[config.mk]
export PLATFORM = sky130hd
export DESIGN_NAME = dds_freq_meter_flat
export DESIGN_NICKNAME = d
export VERILOG_FILES = /design/src/rtl/dds_freq_meter_if.sv /design/src/rtl/dds_freq_meter.sv /design/src/flat_wrapper.sv
export SDC_FILE = /design/constraint.sdc
export NUM_CORES = 1
export LEC_CHECK = 0
export BUFFER_PORTS_ARGS = -buffer_cell sky130_fd_sc_hd__buf_2
export CELL_PAD_IN_SITES_DETAIL_PLACEMENT = 1
export CELL_PAD_IN_SITES_GLOBAL_PLACEMENT = 1
export CORE_MARGIN = 10
export CORE_UTILIZATION = 25
export DETAILED_ROUTE_END_ITERATION = 10
export GPL_TIMING_DRIVEN = 0
export PLACE_DENSITY_LB_ADDON = 0.1
export SLEW_MARGIN = 10
export SYNTH_ARGS = -nofsm -noshare
export SYNTH_HDL_FRONTEND = slang
export SYNTH_SLANG_ARGS = --single-unit
export TNS_END_PERCENT = 5
[constraint.sdc]
create_clock -name clk -period 3 [get_ports clk]
set_clock_uncertainty 0.2 [all_clocks]
set_input_delay 0.15 -clock clk [delete_from_list [all_inputs] [get_ports clk]]
set_output_delay 0.15 -clock clk [all_outputs]
set_load 0.02 [all_outputs]
[src/rtl/dds_freq_meter_if.sv]
// Sample-stream and measurement-result bundle for dds_freq_meter.
interface dds_freq_meter_if;

    logic [15:0] sample_in;
    logic        sample_en;
    logic [31:0] crossings;
    logic [31:0] step_est;
    logic [31:0] period;
    logic [15:0] peak_max;
    logic [15:0] peak_min;
    logic        result_valid;

    // Sample source / result consumer side
    modport master (
        output sample_in,
        output sample_en,
        input  crossings,
        input  step_est,
        input  period,
        input  peak_max,
        input  peak_min,
        input  result_valid
    );

    // Meter side
    modport slave (
        input  sample_in,
        input  sample_en,
        output crossings,
        output step_est,
        output period,
        output peak_max,
        output peak_min,
        output result_valid
    );

endinterface

[src/rtl/dds_freq_meter.sv]
// Frequency meter for an offset-binary DDS sample stream.
// Counts rising midscale crossings (with hysteresis) over a 2^GATE_LOG2
// clock gate, so the tuning-word estimate is a shift of the crossing count.
// Also reports the most recent full period in clocks and per-window peaks.
module dds_freq_meter #(
    parameter int unsigned GATE_LOG2 = 20,
    parameter int unsigned HYST      = 256,
    parameter int unsigned MIDSCALE  = 32768
) (
    input  logic            clk,
    input  logic            reset,
    dds_freq_meter_if.slave bus
);

    localparam int unsigned SAMPLE_W = 16;
    localparam int unsigned WORD_W   = 32;
    localparam int unsigned SHIFT    = WORD_W - GATE_LOG2;

    // Thresholds are formed in 17 bits so the sum/difference can be clamped.
    localparam logic [16:0] TH_HI_17 = 17'(MIDSCALE) + 17'(HYST);
    localparam logic [16:0] TH_LO_17 = 17'(MIDSCALE) - 17'(HYST);
    localparam logic [SAMPLE_W-1:0] TH_HI =
        (TH_HI_17 > 17'h0FFFF) ? 16'hFFFF : TH_HI_17[15:0];
    localparam logic [SAMPLE_W-1:0] TH_LO =
        (17'(HYST) > 17'(MIDSCALE)) ? 16'h0000 : TH_LO_17[15:0];

    typedef enum logic [1:0] {
        ST_INIT = 2'd0,
        ST_LOW  = 2'd1,
        ST_HIGH = 2'd2
    } hyst_state_t;

    // Input stage
    logic [SAMPLE_W-1:0]  s1_sample;
    logic                 s1_en;

    // Hysteresis FSM
    hyst_state_t          state_q;
    hyst_state_t          state_d;
    logic                 event_c;

    // Window accumulators and gate
    logic [WORD_W-1:0]    cross_acc;
    logic [SAMPLE_W-1:0]  max_acc;
    logic [SAMPLE_W-1:0]  min_acc;
    logic [GATE_LOG2-1:0] gate_cnt;
    logic                 terminal_c;

    // Period measurement
    logic [WORD_W-1:0]    period_cnt;
    logic [WORD_W-1:0]    last_period;
    logic                 seen_event;

    // Next-value helpers (include any update made on the current edge)
    logic [WORD_W-1:0]    cross_next_c;
    logic [WORD_W-1:0]    period_next_c;
    logic [SAMPLE_W-1:0]  max_next_c;
    logic [SAMPLE_W-1:0]  min_next_c;

    // Registered outputs
    logic [WORD_W-1:0]    crossings_q;
    logic [WORD_W-1:0]    step_est_q;
    logic [WORD_W-1:0]    period_q;
    logic [SAMPLE_W-1:0]  peak_max_q;
    logic [SAMPLE_W-1:0]  peak_min_q;
    logic                 result_valid_q;

    // Register the incoming sample and its qualifier once
    always_ff @(posedge clk) begin
        if (!reset) begin
            s1_sample <= '0;
            s1_en     <= 1'b0;
        end else begin
            s1_sample <= bus.sample_in;
            s1_en     <= bus.sample_en;
        end
    end

    // Hysteresis state register
    always_ff @(posedge clk) begin
        if (!reset) begin
            state_q <= ST_INIT;
        end else begin
            state_q <= state_d;
        end
    end

    // Hysteresis next state; LOW->HIGH is the only counted crossing
    always_comb begin
        state_d = state_q;
        event_c = 1'b0;
        if (s1_en) begin
            case (state_q)
                ST_INIT: begin
                    if (s1_sample >= TH_HI) begin
                        state_d = ST_HIGH;
                    end else if (s1_sample <= TH_LO) begin
                        state_d = ST_LOW;
                    end
                end
                ST_LOW: begin
                    if (s1_sample >= TH_HI) begin
                        state_d = ST_HIGH;
                        event_c = 1'b1;
                    end
                end
                ST_HIGH: begin
                    if (s1_sample <= TH_LO) begin
                        state_d = ST_LOW;
                    end
                end
                default: begin
                    state_d = ST_INIT;
                end
            endcase
        end
    end

    // Window-total and period values as they stand after this edge
    always_comb begin
        terminal_c    = (gate_cnt == '1);
        cross_next_c  = cross_acc + 32'(event_c);
        period_next_c = (event_c && seen_event) ? period_cnt : last_period;
        max_next_c    = (s1_en && (s1_sample > max_acc)) ? s1_sample : max_acc;
        min_next_c    = (s1_en && (s1_sample < min_acc)) ? s1_sample : min_acc;
    end

    // Free-running saturating period counter, restarted on each crossing
    always_ff @(posedge clk) begin
        if (!reset) begin
            period_cnt  <= '0;
            last_period <= '0;
            seen_event  <= 1'b0;
        end else begin
            if (event_c) begin
                period_cnt <= 32'd1;
            end else if (period_cnt != '1) begin
                period_cnt <= period_cnt + 32'd1;
            end
            last_period <= period_next_c;
            seen_event  <= seen_event | event_c;
        end
    end

    // Gate counter; wraps at the terminal edge of each window
    always_ff @(posedge clk) begin
        if (!reset) begin
            gate_cnt <= '0;
        end else begin
            gate_cnt <= gate_cnt + GATE_LOG2'(1);
        end
    end

    // Window accumulators; cleared at the terminal edge, FSM/period carry over
    always_ff @(posedge clk) begin
        if (!reset) begin
            cross_acc <= '0;
            max_acc   <= '0;
            min_acc   <= '1;
        end else if (terminal_c) begin
            cross_acc <= '0;
            max_acc   <= '0;
            min_acc   <= '1;
        end else begin
            cross_acc <= cross_next_c;
            max_acc   <= max_next_c;
            min_acc   <= min_next_c;
        end
    end

    // Result registers load once per window and hold between pulses
    always_ff @(posedge clk) begin
        if (!reset) begin
            crossings_q    <= '0;
            step_est_q     <= '0;
            period_q       <= '0;
            peak_max_q     <= '0;
            peak_min_q     <= '0;
            result_valid_q <= 1'b0;
        end else begin
            result_valid_q <= terminal_c;
            if (terminal_c) begin
                crossings_q <= cross_next_c;
                step_est_q  <= cross_next_c << SHIFT;
                period_q    <= period_next_c;
                peak_max_q  <= max_next_c;
                peak_min_q  <= min_next_c;
            end
        end
    end

    assign bus.crossings    = crossings_q;
    assign bus.step_est     = step_est_q;
    assign bus.period       = period_q;
    assign bus.peak_max     = peak_max_q;
    assign bus.peak_min     = peak_min_q;
    assign bus.result_valid = result_valid_q;

endmodule

[src/flat_wrapper.sv]
// flat-port wrapper written by rule: the top's interface ports become plain ports
module dds_freq_meter_flat 
#(
    parameter int unsigned GATE_LOG2 = 20,
    parameter int unsigned HYST      = 256,
    parameter int unsigned MIDSCALE  = 32768
)
  (clk, reset, bus_sample_in, bus_sample_en, bus_crossings, bus_step_est, bus_period, bus_peak_max, bus_peak_min, bus_result_valid);
  dds_freq_meter_if bus_i ();
  input  logic clk;
  input  logic reset;
  input wire logic [$bits(bus_i.sample_in)-1:0] bus_sample_in;
  input wire logic [$bits(bus_i.sample_en)-1:0] bus_sample_en;
  output wire logic [$bits(bus_i.crossings)-1:0] bus_crossings;
  output wire logic [$bits(bus_i.step_est)-1:0] bus_step_est;
  output wire logic [$bits(bus_i.period)-1:0] bus_period;
  output wire logic [$bits(bus_i.peak_max)-1:0] bus_peak_max;
  output wire logic [$bits(bus_i.peak_min)-1:0] bus_peak_min;
  output wire logic [$bits(bus_i.result_valid)-1:0] bus_result_valid;
  assign bus_i.sample_in = bus_sample_in;
  assign bus_i.sample_en = bus_sample_en;
  assign bus_crossings = bus_i.crossings;
  assign bus_step_est = bus_i.step_est;
  assign bus_period = bus_i.period;
  assign bus_peak_max = bus_i.peak_max;
  assign bus_peak_min = bus_i.peak_min;
  assign bus_result_valid = bus_i.result_valid;
  dds_freq_meter #(.GATE_LOG2(GATE_LOG2), .HYST(HYST), .MIDSCALE(MIDSCALE)) u_core (.clk(clk), .reset(reset), .bus(bus_i));
endmodule
======== Word level (Yosys, flattened, before mapping) ========
Cells that the tools add are included.
storage, ports and cells
  logic and storage cells ................. 51
  register bits after elaboration ......... 285
  bits of input ports ..................... 19
  output and inout port bits .............. 129
cells by class
  equal/unequal tests ..................... 5
  multiplexer cells ....................... 12
  reductions and logical operators ........ 8
  add/subtract/negate cells ............... 3
  magnitude comparators ................... 4
  bitwise operators ....................... 2
operators by type and width
  operator               count
  $add 32x1->32          1
  $add 32x1->32 const B  1
  $mux 16                2
  $mux 32                1
  $ne 32x32->1 const B   1
  $add 20x1->20 const B  1
  $eq 20x20->1 const B   1
  $ge 16x16->1 const B   1
  $gt 16x16->1           1
  $le 16x15->1 const B   1
  $lt 16x16->1           1
  $mux 2                 3
  $pmux 2 s3             1
  $mux 1                 5
  $reduce_or 2->1        2
  $logic_and 1x1->1      3
  $eq 2x1->1 const B     1
  $eq 2x2->1 const B     1
  $logic_not 2->1        1
  $ne 2x1->1 const B     1
  $reduce_and 2->1       1
  $reduce_bool 2->1      1
  $not 1->1              1
  $or 1x1->1             1

======== Logic depth before layout (Yosys ltp) ========
  depth after elaboration ................. 6
  depth in mapped cells ................... 11
  gate-level depth less buffers ........... 10

======== Worst setup path before layout ========
Ideal clock, no wire load.
  kind .................................... register to register
  from .................................... register u_core.s1_sample[13]
  to ...................................... register u_core.crossings_q[30], in the netlist u_core.bus.crossings[30]
  setup slack ............................. 395 ps
  path buffers ............................ 1
  period minus slack after synthesis ...... 2605 ps
  cell stages (with the launch flop) ...... 12
  arrival ................................. 2277 ps
  library setup time ...................... 129 ps
  required time ........................... 2671 ps
  cells stage by stage .................... dfxtp_1 > nor3_1 > a21oi_1 > and3b_1 > clkbuf_1 > ha_1 > ha_1 > nand2_1 > nor4_1 > nor2b_1 > xnor2_1 > o21ai_0
between the ends
  cells in the longest elaborated chain, start to end .. 5
ends and longest elaborated chain
  what                    RTL line               source
  from (decl)             dds_freq_meter.sv:34   logic [SAMPLE_W-1:0] s1_sample;
  from (signal assigned)  dds_freq_meter.sv:74   s1_sample <= bus.sample_in;
  $ge 16x16->1            dds_freq_meter.sv:102  if (s1_sample >= TH_HI) begin
  $mux 1                  dds_freq_meter.sv:102
  $mux 1                  dds_freq_meter.sv:93   case (state_q)
  $mux 1                  dds_freq_meter.sv:92   if (s1_en) begin
  $add 32x1->32           dds_freq_meter.sv:122  cross_next_c = cross_acc + 32'(event_c);
  to (signal assigned)    dds_freq_meter.sv:183  crossings_q <= cross_next_c;
  to (decl)               dds_freq_meter.sv:61   logic [WORD_W-1:0] crossings_q;
Every way passes these cells.
A chain may end at the register's enable or synchronous reset.

======== Worst setup path after layout ========
  from .................................... register u_core.max_acc[11]
  to ...................................... register u_core.peak_max_q[13], in the netlist u_core.bus.peak_max[13]
between the ends
  cells in the longest elaborated chain, start to end .. 3
ends and longest elaborated chain
  what                    RTL line               source
  from (decl)             dds_freq_meter.sv:44   logic [SAMPLE_W-1:0] max_acc;
  from (signal assigned)  dds_freq_meter.sv:166  max_acc <= max_next_c;
  $gt 16x16->1            dds_freq_meter.sv:124  max_next_c = (s1_en && (s1_sample > max_acc)) ? s1_sample : max_acc;
  $logic_and 1x1->1       dds_freq_meter.sv:124
  $mux 16                 dds_freq_meter.sv:124
  to (signal assigned)    dds_freq_meter.sv:186  peak_max_q <= max_next_c;
  to (decl)               dds_freq_meter.sv:64   logic [SAMPLE_W-1:0] peak_max_q;
Every way passes these cells.

==> reports/summary.txt <==
I/O Pins: 148
Critical Path RT: 3200 ps
initial DRC count: 281
die area: 51200 sq um
Syn-to-layout area delta: 27.7%
PwrDens: 615 nW/um^2
Skew-Pair Late Insertion Delay: 510 ps
Syn Inst Count: 1168
CP Data Arrival Time: 3030 ps
H-Tree Depth: 2
critical path launch point type: register
Synth Cell Area: 10600 sq um
vias in the first global route: 8989
CTS Buf Count: 34
CTS max path bufs: 3
f_max: 0.352 GHz
hold violation count in the final report: 0
grt total ovfl: 0
GR Util All Layers: 12.3%
Final Net Count: 1422
share of cells above drive strength 1: 20.0%
Die H: 226 um
port bufs: 135
main flop type after synthesis: dfxtp_1
crit-path max FO: 10
Residual DRC: 0
WL per Instance: 16.5 um
CTS tree: built
Max Cap Viol: 0
Slew Viols, Final: 0
fin crit period: 2840 ps
Post-synth EDFFs: 0
RSZ-0062 raised after global routing: true
Inst Count DP: 1853
relative slew slack: 36.9%
post-synthesis register bit count: 265
end-of-flow core utilization: 32.3%
Hold Crit Class: in -> reg
Clock Sinks: 265
WL final: 31800 um
chip width: 226 um
share of the synthesized area in the top cell type: 49.8%
synth warn: 0
outcome: finished, final reports clean
antenna violations before repair: 2
worst slew pin tran: 939 ps
initial core utilization: 25.3%
fillers: 4921
Final Setup Violations: 0
Antenna diodes: 0
via count: 8617
GP Congestion: 0.753
Rows: 75
Power, Total: 8.36 mW
share of flip-flops with an asynchronous set or reset: 0%
largest net degree at the start of global routing: 14
syn_area_per_cell: 9.11 sq um
area leader, netlist: dfxtp_1
synth top area cells: dfxtp_1 50%, nand2_1 4.9%, mux2i_1 4.7%
DP Wirelength: 23400 um
Reg2Reg Setup Slack: 160 ps
Final Cycle Share: 94.6%
sequential area share after synthesis: 49.8%
non-filler cells, final: 1932
worst IR drop on VDD: 0.278 mV
Core Region: 42000 sq um
register area: 5320 sq um
root buf cell: clkbuf_16
synth unique cells: 55
first-pass GRT wire length: 50600 um
clk slew on worst S/H paths: 60 ps
kind of critical path: reg -> reg
vias per cell: 4.46
Setup crit end kind: register
static leakage: 5.67 nW
DR pass1 iterations: 4
Multi-input gate area: 4850 sq um
ANT nets after route: 0
what timing repair did:
item / 4_1_cts / 5_1_grt
setup endpoints to repair: 138 / 108
buffers inserted: 0 / 1
resized for setup: 27 / 20
hold buffers: 18 / 0
endpoints found under the hold margin: 23 / 0
pin swaps: 0 / 5
cloned: 0 / 0
worst paths after layout:
| kind | cells past startpoint | from | to |
|---|---|---|---|
| max reg2reg | 10 | u_core.max_acc[11]$_SDFF_PP0_ | u_core.bus.peak_max[13]$_SDFFE_PN0P_ |
| max | 10 | u_core.max_acc[11]$_SDFF_PP0_ | u_core.bus.peak_max[13]$_SDFFE_PN0P_ |
| min | 3 | bus_sample_in[8] | u_core.s1_sample[8]$_SDFF_PN0_ |
| min reg2reg | 2 | u_core.bus.crossings[25]$_SDFFE_PN0P_ | u_core.bus.crossings[25]$_SDFFE_PN0P_ |
kinds of logic after synthesis:
group                    synth area share, %
XOR/XNOR                                5.92
other                                 0.0352
adder cells (fa/ha/maj)                 4.11
multiplexers                            4.70
AO/OA/AOI/OAI                           9.09
AND/OR/NAND/NOR                         20.4
flip-flops                              49.8
buffers and inverters                   5.95
synthesized netlist by cell type, types with 15 or more instances:
cell type    n
a221o_1     15
inv_1       46
buf_4       32
and2_1      31
xnor2_1     25
o21ai_0     86
clkbuf_1    40
mux2i_1     50
ha_1        35
nand3_1     47
nand2_1    139
xor2_1      47
dfxtp_1    265
a21oi_1     19
nand4_1     33
nor3_1      26
nor2_1     128
cell type report:
cell class / instances / area share (%)
sequential: 265 / 39.1
multi-input combinational: 782 / 35.7
clock buffer: 47 / 7.60
timing repair buffer: 154 / 6.35
tap: 539 / 4.96
buffer: 84 / 3.52
clock inverter: 14 / 1.49
inverter: 47 / 1.30
stage by stage:
stage | TNS, ps | setup WS, ps | hold slack (ps) | area (sq um)
CTS | -16.0 | -16.0 | 155 | 13500
detailed placement | -52730 | -689 | 164 | 12000
floorplan | 0 | 395 | 77.3 | 10700
finish | 0 | 161 | 190 | 13600
global route | -8.51 | -8.51 | 180 | 13600
global placement | -55080 | -704 | 161 | 12000
worst max-delay path, stage by stage, from the launching register on:
cell and delay, ps:
dfxtp_1 360, inv_1 60, ha_1 320, nand4_1 180
nor4_4 350, a21boi_4 250, o41ai_4 130, and2_1 200
clkbuf_2 170, buf_6 180, a221o_1 330
report_power, final:
group	switching [mW]	internal (mW)	leakage, nW	total (mW)
sequential	0.0554	3.56	2.15	3.62
combinational	0.217	0.129	2.92	0.346
clock	1.56	2.84	0.604	4.40
layer usage:
metal	global-route usage, %	up-vias	part of all wire (%)
met5	0	-	0.022
met4	3.40	2	1.9
met3	2.61	45	4.5
met2	20.7	123	46
met1	15.6	4112	47
li1	-	4335	-
flip-flops by register name, indices dropped and copies added (netlist names), 20 cells and up:
signal	count
u_core.bus.crossings	32
u_core.bus.period	32
u_core.cross_acc	32
u_core.gate_cnt	20
u_core.last_period	32
u_core.period_cnt	32
layout by cell type, fill, tap and decap left out, drive strengths merged, types with 19 or more instances in the layout:
| cell | instances |
|---|---|
| xor2 | 47 |
| buf | 183 |
| nand3 | 48 |
| ha | 35 |
| nand4 | 33 |
| clkbuf | 84 |
| inv | 47 |
| a21oi | 19 |
| xnor2 | 25 |
| nand2 | 139 |
| nor2 | 131 |
| o21ai | 92 |
| and2 | 31 |
| nor3 | 27 |
| dfxtp | 265 |
| mux2i | 50 |
(Power assumes the default switching activity.)
